==> src/rtl/cga_vram_arbiter.sv <==
// Shares the single CGA video RAM port between display fetches and ISA CPU accesses.
// The display always wins; CPU accesses run in a fixed clk_seq slot, with an optional posted-write buffer.
module cga_vram_arbiter #(
  parameter logic [4:0] CPU_SLOT      = 5'd17,
  parameter int         ACCESS_CYCLES = 2,
  parameter bit         POST_WRITES   = 1'b1
) (
  input  logic        clk,
  input  logic        reset,
  input  logic [4:0]  clk_seq,
  input  logic        disp_read,
  input  logic [18:0] disp_addr,
  input  logic        cpu_memr,
  input  logic        cpu_memw,
  input  logic [14:0] cpu_addr,
  input  logic [7:0]  cpu_wdata,
  output logic [7:0]  cpu_rdata,
  output logic        bus_rdy,
  output logic        busy,
  output logic [18:0] ram_a,
  output logic        ram_we_l,
  output logic [7:0]  ram_wdata,
  input  logic [7:0]  ram_rdata
);

  typedef enum logic [1:0] {IDLE, PEND, ACCESS, DONE} state_t;

  localparam logic [1:0] LAST_CNT = 2'(ACCESS_CYCLES - 1);
  localparam logic [4:0] PRE_SLOT = CPU_SLOT - 5'd1;

  state_t      state_q, state_d, launch_state;
  logic [1:0]  cnt_q, cnt_d;
  logic        memr_q, memr_d, memw_q, memw_d;
  logic        req_write_q, req_write_d;
  logic [14:0] req_addr_q, req_addr_d;
  logic [7:0]  req_wdata_q, req_wdata_d;
  logic        posted_q, posted_d;
  logic        hold_valid_q, hold_valid_d, hold_write_q, hold_write_d;
  logic [14:0] hold_addr_q, hold_addr_d;
  logic [7:0]  hold_wdata_q, hold_wdata_d;
  logic [7:0]  rdata_q, rdata_d;
  logic        rise_r, rise_w, edge_det, access_last;

  assign rise_r      = cpu_memr & ~memr_q;
  assign rise_w      = cpu_memw & ~memw_q;
  assign edge_det    = rise_r | rise_w;
  assign access_last = (state_q == ACCESS) && !disp_read && (cnt_q == LAST_CNT);
  // The slot decision is registered a cycle early so ACCESS occupies clk_seq == CPU_SLOT itself.
  assign launch_state = (clk_seq == PRE_SLOT) ? ACCESS : PEND;

  always_comb begin
    state_d      = state_q;
    cnt_d        = cnt_q;
    memr_d       = cpu_memr;
    memw_d       = cpu_memw;
    req_write_d  = req_write_q;
    req_addr_d   = req_addr_q;
    req_wdata_d  = req_wdata_q;
    posted_d     = posted_q;
    hold_valid_d = hold_valid_q;
    hold_write_d = hold_write_q;
    hold_addr_d  = hold_addr_q;
    hold_wdata_d = hold_wdata_q;
    rdata_d      = rdata_q;
    ram_a        = disp_addr;
    ram_we_l     = 1'b1;
    ram_wdata    = req_wdata_q;

    unique case (state_q)
      IDLE: begin
        if (edge_det) begin
          req_write_d = rise_w;
          req_addr_d  = cpu_addr;
          req_wdata_d = cpu_wdata;
          posted_d    = rise_w & POST_WRITES;
          cnt_d       = 2'd0;
          state_d     = launch_state;
        end
      end
      PEND: begin
        if (clk_seq == PRE_SLOT) begin
          cnt_d   = 2'd0;
          state_d = ACCESS;
        end
      end
      ACCESS: begin
        if (disp_read) begin
          cnt_d   = 2'd0;
          state_d = PEND;
        end else begin
          ram_a    = {4'h0, req_addr_q};
          ram_we_l = ~req_write_q;
          if (cnt_q != LAST_CNT) begin
            cnt_d = cnt_q + 2'd1;
          end else begin
            cnt_d = 2'd0;
            if (!req_write_q) rdata_d = ram_rdata;
            if (!posted_q) begin
              state_d = DONE;
            end else if (hold_valid_q) begin
              // Buffer drains this cycle; the stalled request takes over the access slot.
              req_write_d  = hold_write_q;
              req_addr_d   = hold_addr_q;
              req_wdata_d  = hold_wdata_q;
              posted_d     = hold_write_q & POST_WRITES;
              hold_valid_d = 1'b0;
              state_d      = launch_state;
            end else if (edge_det) begin
              req_write_d = rise_w;
              req_addr_d  = cpu_addr;
              req_wdata_d = cpu_wdata;
              posted_d    = rise_w & POST_WRITES;
              state_d     = launch_state;
            end else begin
              posted_d = 1'b0;
              state_d  = IDLE;
            end
          end
        end
      end
      DONE: begin
        if (!cpu_memr && !cpu_memw) state_d = IDLE;
      end
    endcase

    if (posted_q && !hold_valid_q && edge_det && !access_last) begin
      hold_valid_d = 1'b1;
      hold_write_d = rise_w;
      hold_addr_d  = cpu_addr;
      hold_wdata_d = cpu_wdata;
    end
  end

  always_ff @(posedge clk) begin
    if (reset) begin
      state_q      <= IDLE;
      cnt_q        <= 2'd0;
      memr_q       <= 1'b0;
      memw_q       <= 1'b0;
      req_write_q  <= 1'b0;
      req_addr_q   <= 15'h0000;
      req_wdata_q  <= 8'h00;
      posted_q     <= 1'b0;
      hold_valid_q <= 1'b0;
      hold_write_q <= 1'b0;
      hold_addr_q  <= 15'h0000;
      hold_wdata_q <= 8'h00;
      rdata_q      <= 8'h00;
    end else begin
      state_q      <= state_d;
      cnt_q        <= cnt_d;
      memr_q       <= memr_d;
      memw_q       <= memw_d;
      req_write_q  <= req_write_d;
      req_addr_q   <= req_addr_d;
      req_wdata_q  <= req_wdata_d;
      posted_q     <= posted_d;
      hold_valid_q <= hold_valid_d;
      hold_write_q <= hold_write_d;
      hold_addr_q  <= hold_addr_d;
      hold_wdata_q <= hold_wdata_d;
      rdata_q      <= rdata_d;
    end
  end

  assign cpu_rdata = rdata_q;
  assign busy      = (state_q != IDLE) | posted_q | hold_valid_q;
  assign bus_rdy   = ~(hold_valid_q | (~posted_q & ((state_q == PEND) | (state_q == ACCESS))));

endmodule

==> config.mk <==
export PLATFORM = sky130hd
export DESIGN_NAME = cga_vram_arbiter
export DESIGN_NICKNAME = d
export VERILOG_FILES = /design/src/rtl/cga_vram_arbiter.sv
export SDC_FILE = /design/constraint.sdc
export NUM_CORES = 1
export LEC_CHECK = 0
export ABC_AREA = 1
export BUFFER_PORTS_ARGS = -buffer_cell sky130_fd_sc_hd__buf_2
export CAP_MARGIN = 25
export CORE_MARGIN = 4
export CORE_UTILIZATION = 45
export DETAILED_ROUTE_END_ITERATION = 16
export PLACE_DENSITY = 0.7
export SLEW_MARGIN = 20
export SYNTH_ARGS = -nofsm -noshare
export SYNTH_HDL_FRONTEND = slang
export SYNTH_SLANG_ARGS = --single-unit
export TNS_END_PERCENT = 10
==> constraint.sdc <==
create_clock -name clk -period 3.5 [get_ports clk]
set_input_delay 0.525 -clock clk [delete_from_list [all_inputs] [get_ports clk]]
set_output_delay 0.525 -clock clk [all_outputs]
set_load 0.01 [all_outputs]
== Word-level counts from Yosys, hierarchy flattened ==
Cells that the tools add are included.
W data, S select, Z words.

* Flip-flop bits (word level): 64
* Bits of input ports: 60
* Output and inout port bits: 38
* Logic and storage cells: 116

* $add $sub $neg: 1
* Eq/ne operators: 15
* Muxes and demuxes: 49
* Bitwise gates (word level): 15
* Reduce and logical (&&, ||, !) cells: 23

{| class="wikitable"
|+ Operator list
! kind !! number
|-
| $mux W15 || 5
|-
| $mux W8 || 5
|-
| $mux W19 || 2
|-
| $pmux W15 S2 || 1
|-
| $mux W2 || 13
|-
| $reduce_and A4 Y1 || 5
|-
| $mux W1 || 18
|-
| $pmux W8 S2 || 1
|-
| $ne A2 B2 Y1 const B || 6
|-
| $pmux W2 S4 || 1
|-
| $reduce_bool A2 Y1 || 4
|-
| $not A1 Y1 || 7
|-
| $logic_and A1 B1 Y1 || 6
|-
| $ne A2 B1 Y1 const B || 3
|-
| $pmux W2 S3 || 1
|-
| $eq A5 B5 Y1 const B || 1
|-
| $logic_not A1 Y1 || 5
|-
| $or A1 B1 Y1 || 5
|-
| $eq A2 B1 Y1 const B || 2
|-
| $eq A2 B2 Y1 const B || 2
|-
| $pmux W1 S2 || 2
|-
| $and A1 B1 Y1 || 3
|-
| $ne A3 B3 Y1 const B || 1
|-
| $reduce_and A3 Y1 || 1
|-
| other kinds (3) || 3
|}

== Logic depth before layout (Yosys ltp) ==
* Depth in word-level cells: 9
* Gate-level depth with buffers: 11
* Gate-level depth less buffers: 10

== Worst setup path after synthesis ==
No wires, ideal clock.

* Path type: reg-to-output
* Start point: register state_q[0]
* End point: output ram_a[0]
* Arrival: 1317 ps
* Data required time: 2975 ps
* Slack: 1658 ps
* Stages on the path, launching flop included: 7
* Path buffers: 1
* Cells stage by stage: dfxtp_1 -> inv_1 -> ha_1 -> nand2_2 -> clkbuf_1 -> nand2_1 -> o21ai_0

* Cells in the longest elaborated chain, start to end: 2

{| class="wikitable"
|+ Ends and longest elaborated chain
! item !! line !! text
|-
| start, declared || 31 || <nowiki>state_t state_q, state_d, launch_state;</nowiki>
|-
| start signal, assigned || 150 || <nowiki>state_q <= state_d;</nowiki>
|-
| $eq A2 B2 Y1 || 69 || <nowiki>unique case (state_q)</nowiki>
|-
| $mux W19 || 69 ||
|-
| end, declared || 20 || <nowiki>output logic [18:0] ram_a,</nowiki>
|}

No other way between the ends.

== Worst setup path in the final report ==
* Start point: register state_q[0]
* End point: register req_addr_q[2]

* Cells in the longest elaborated chain, start to end: 3
* Elaborated cells between the ends (all ways): 8
* Those cells by class: eq/ne (4); mux (1); reduce/logical (3)

{| class="wikitable"
|+ Ends and longest elaborated chain
! item !! line !! text
|-
| $eq A2 B2 Y1 or $logic_not A2 Y1 (tied branches) || 69 ||
|-
| $ne A2 B2 Y1 (no line) or $reduce_bool A2 Y1 (tied branches) || -- ||
|-
| $reduce_and A4 Y1 (no line) || -- ||
|-
| end signal, assigned || 155 || <nowiki>req_addr_q <= req_addr_d;</nowiki>
|-
| end, declared || 35 || <nowiki>logic [14:0] req_addr_q, req_addr_d;</nowiki>
|}

Parallel ways exist; a longest one is shown, timed or not.
A chain may end at the register's enable or synchronous reset.

==> reports/results.ini <==
[run_status]
run_status = complete, no violations

[route]
drt_iter0_markers = 134
drc = 0
dr.pass1.iters = 4
vias_per_cell = 4.82
drt_wl_total_um = 8380
wirelength_met1_um = 3820
met3_length_um = 535
detail-route-antenna-nets = 0
vias = 3315
routedWlPerCell_um = 12.2
routed.top_layer = met4
dr_wl_met2_um = 3960

[min_path]
min-delay-start = ram_rdata[3]
hold_path_class = in -> reg
min_path_cells = 3

[worst_setup_path]
r2r-start = state_q[0]
path_max_fanout = 33
r2r_cells = 11
cp.arrival_ns = 2.89
cp_top_family = buffers and inverters
worstPathCellList = inv_1 -> ha_1 -> nand2_2 -> inv_2 -> nand2_2 -> o22ai_4 -> buf_4 -> inv_2 -> a21oi_1 -> nand2_1 -> inv_1
critPathLaunch = state_q[0]
cp_num_cells = 11
crit_required_ns = 3.78
cp_slowest_cell = nand2_2
path_class = reg -> reg
cp_num_buf_inv = 5
max_stage_delay_ns = 0.38
cp-start-kind = register
crit_path_end_kind = register

[global_route]
grt_overflow = 0
grt_pass1_wl_um = 13800
grt_max_degree = 47
grt_usage = 0.196
grt_pass1_vias = 3072
antenna_found_initial = 0

[cts]
root_buffer = clkbuf_8
clk_latency_ns = 0.33
clk_pin_slew_ns = 0.07
cts_max_path_buffers = 2
post_cts_buffers = 0
htree_levels = 3
cts_tree = done
clock-sinks = 64
cts_resized = 0
cts.hold.buffers_added = 0
cts-buffers-inserted = 9

[cells_and_area]
num-nets-final = 652
multi_input_comb_area_mm2 = 0.00149
insertedDiodeCount = 0
ff_latch_area_mm2 = 0.00128
area_delta_synth_final_pct = 23.3
drive_gt1_frac = 0.206
final-instance-count-excl-fill = 688
fillers = 678

[pwr]
p_leak_nw = 2.11
power_density_mw_per_mm2 = 770
intPower_mw = 1.91
power_switching_mw = 1.22
peakVddDrop_mv = 0.294
totalPowerFinal_mw = 3.13
clkPwrFrac = 0.231
p_comb_frac = 0.418
pwr-share-seq = 0.351
p_sw_frac = 0.389

[floorplan]
rows = 30
top_level_ports = 98
die_h_um = 93.5
core_area_mm2 = 0.00694
floorplan.initialDensity = 0.474
die_area_mm2 = 0.00875
fp.dieW_um = 93.5

[sta]
setup_viol = 0
timing.fmax_mhz = 383
slew_violations = 0
hold_violations = 0
slew-limit-headroom = 0.416
tightestPinTransition_ns = 0.876
rsz0062_at_grt = false
final.min_clock_period_ns = 2.61
fin_worst_skew_ns = 0.00776
setup_tns_ns = 0
finalCritPeriodShare = 0.746

[placed_design]
dp_hpwl_um = 5580
globalplace.congestion = 0.819
port_buffers = 97
dp_cells = 671

[logic_synthesis]
ys_types = 19
synth.yosys.seq_area_share = 0.389
yosysWarningCount = 0
synthCells = 501
synth-seq-cells = 64
syn_nets = 566
synthesis.area_mm2 = 0.00329
syn_area_per_cell_um2 = 6.57

[job]
drv_cap = 0

## state kept, by name, summed over array words and instances, names as in the netlist
name          cells
hold_addr_q      15
state_q           2
posted_q          1
memr_q            1
hold_valid_q      1
hold_wdata_q      8
cnt_q             2
req_write_q       1
req_addr_q       15
ram_wdata         8
cpu_rdata         8
memw_q            1
hold_write_q      1
## kinds of logic after synthesis
kind of cell / Yosys count / share of synthesized area
AO/OA/AOI/OAI: 168 / 0.279
buffers and inverters: 135 / 0.160
AND/OR/NAND/NOR: 129 / 0.153
flip-flops: 64 / 0.389
adder cells (fa/ha/maj): 5 / 0.0190
## cells in the mapped netlist (all sizes together)
library cell / number / area, um^2
inv: 108 / 405
o21ai: 73 / 365
a21oi: 69 / 345
nand2: 68 / 260
dfxtp: 64 / 1280
nor2: 53 / 199
o211ai: 23 / 173
clkbuf: 15 / 56.3
buf: 12 / 63.8
nand3: 7 / 35.0
ha: 5 / 62.6
a211oi: 1 / 7.51
and3b: 1 / 8.76
o21a: 1 / 7.51
o22ai: 1 / 20.0
## power by group through the flow
stage / clock network (mW) / logic, mW / registers (mW)
after floorplan: 0 / 0.956 / 1.10
after CTS: 0.745 / 1.31 / 1.09
after global routing: 0.775 / 1.51 / 1.13
final: 0.722 / 1.31 / 1.10
after detailed placement: 0 / 1.31 / 1.11
after global placement: 0 / 1.28 / 1.10
## metrics by stage
step / utilization / setup slack (ns) / cell area, um^2 / hold WS [ns]
after global placement: 0.549 / 0.994 / 3810 / 0.422
after floorplan: - / 1.66 / 3290 / 0.409
final: 0.585 / 0.889 / 4060 / 0.417
after global routing: 0.585 / 0.557 / 4060 / 0.414
after detailed placement: 0.549 / 0.898 / 3810 / 0.432
after CTS: 0.582 / 0.881 / 4040 / 0.399
## tightest hold or removal path, cell delays in order
cell,delay (ns)
buf_2,0.08
nor2_1,0.03
nor2_1,0.08
## cell usage in the layout, fill, tap and decap left out, types with 2 or more instances in the layout
cell | netlist | final
ha_1 | 5 | 5
nand2_2 | 2 | 2
clkbuf_8 | 0 | 12
clkbuf_1 | 15 | 2
o211ai_1 | 23 | 23
inv_1 | 106 | 106
buf_4 | 0 | 4
nand2_1 | 66 | 66
nand3_1 | 7 | 6
dfxtp_1 | 64 | 64
o21ai_0 | 73 | 73
bufinv_16 | 0 | 2
buf_2 | 9 | 97
inv_2 | 2 | 2
nor2_1 | 53 | 53
a21oi_1 | 69 | 69
## area by class of cell
type	count	area share
sequential	64	0.316
tap	96	0.0296
multi-input combinational	302	0.367
timing repair buffer	102	0.131
clock buffer	14	0.0425
clock inverter	2	0.0148
inverter	108	0.0999
## routing by layer
metal,up-vias,track usage
li1,1753,-
met5,-,0
met3,4,0.0491
met4,0,0.0586
met1,1464,0.241
met2,94,0.337
## path summary, 6_finish.rpt
kind	to	slack [ns]
worst max register to register	req_addr_q[2]	0.89
worst min register to register	cnt_q[1]	0.44
worst max-delay path	req_addr_q[2]	0.89
worst min-delay path	cpu_rdata[3]	0.42
Power figures use the tool's default switching activity.
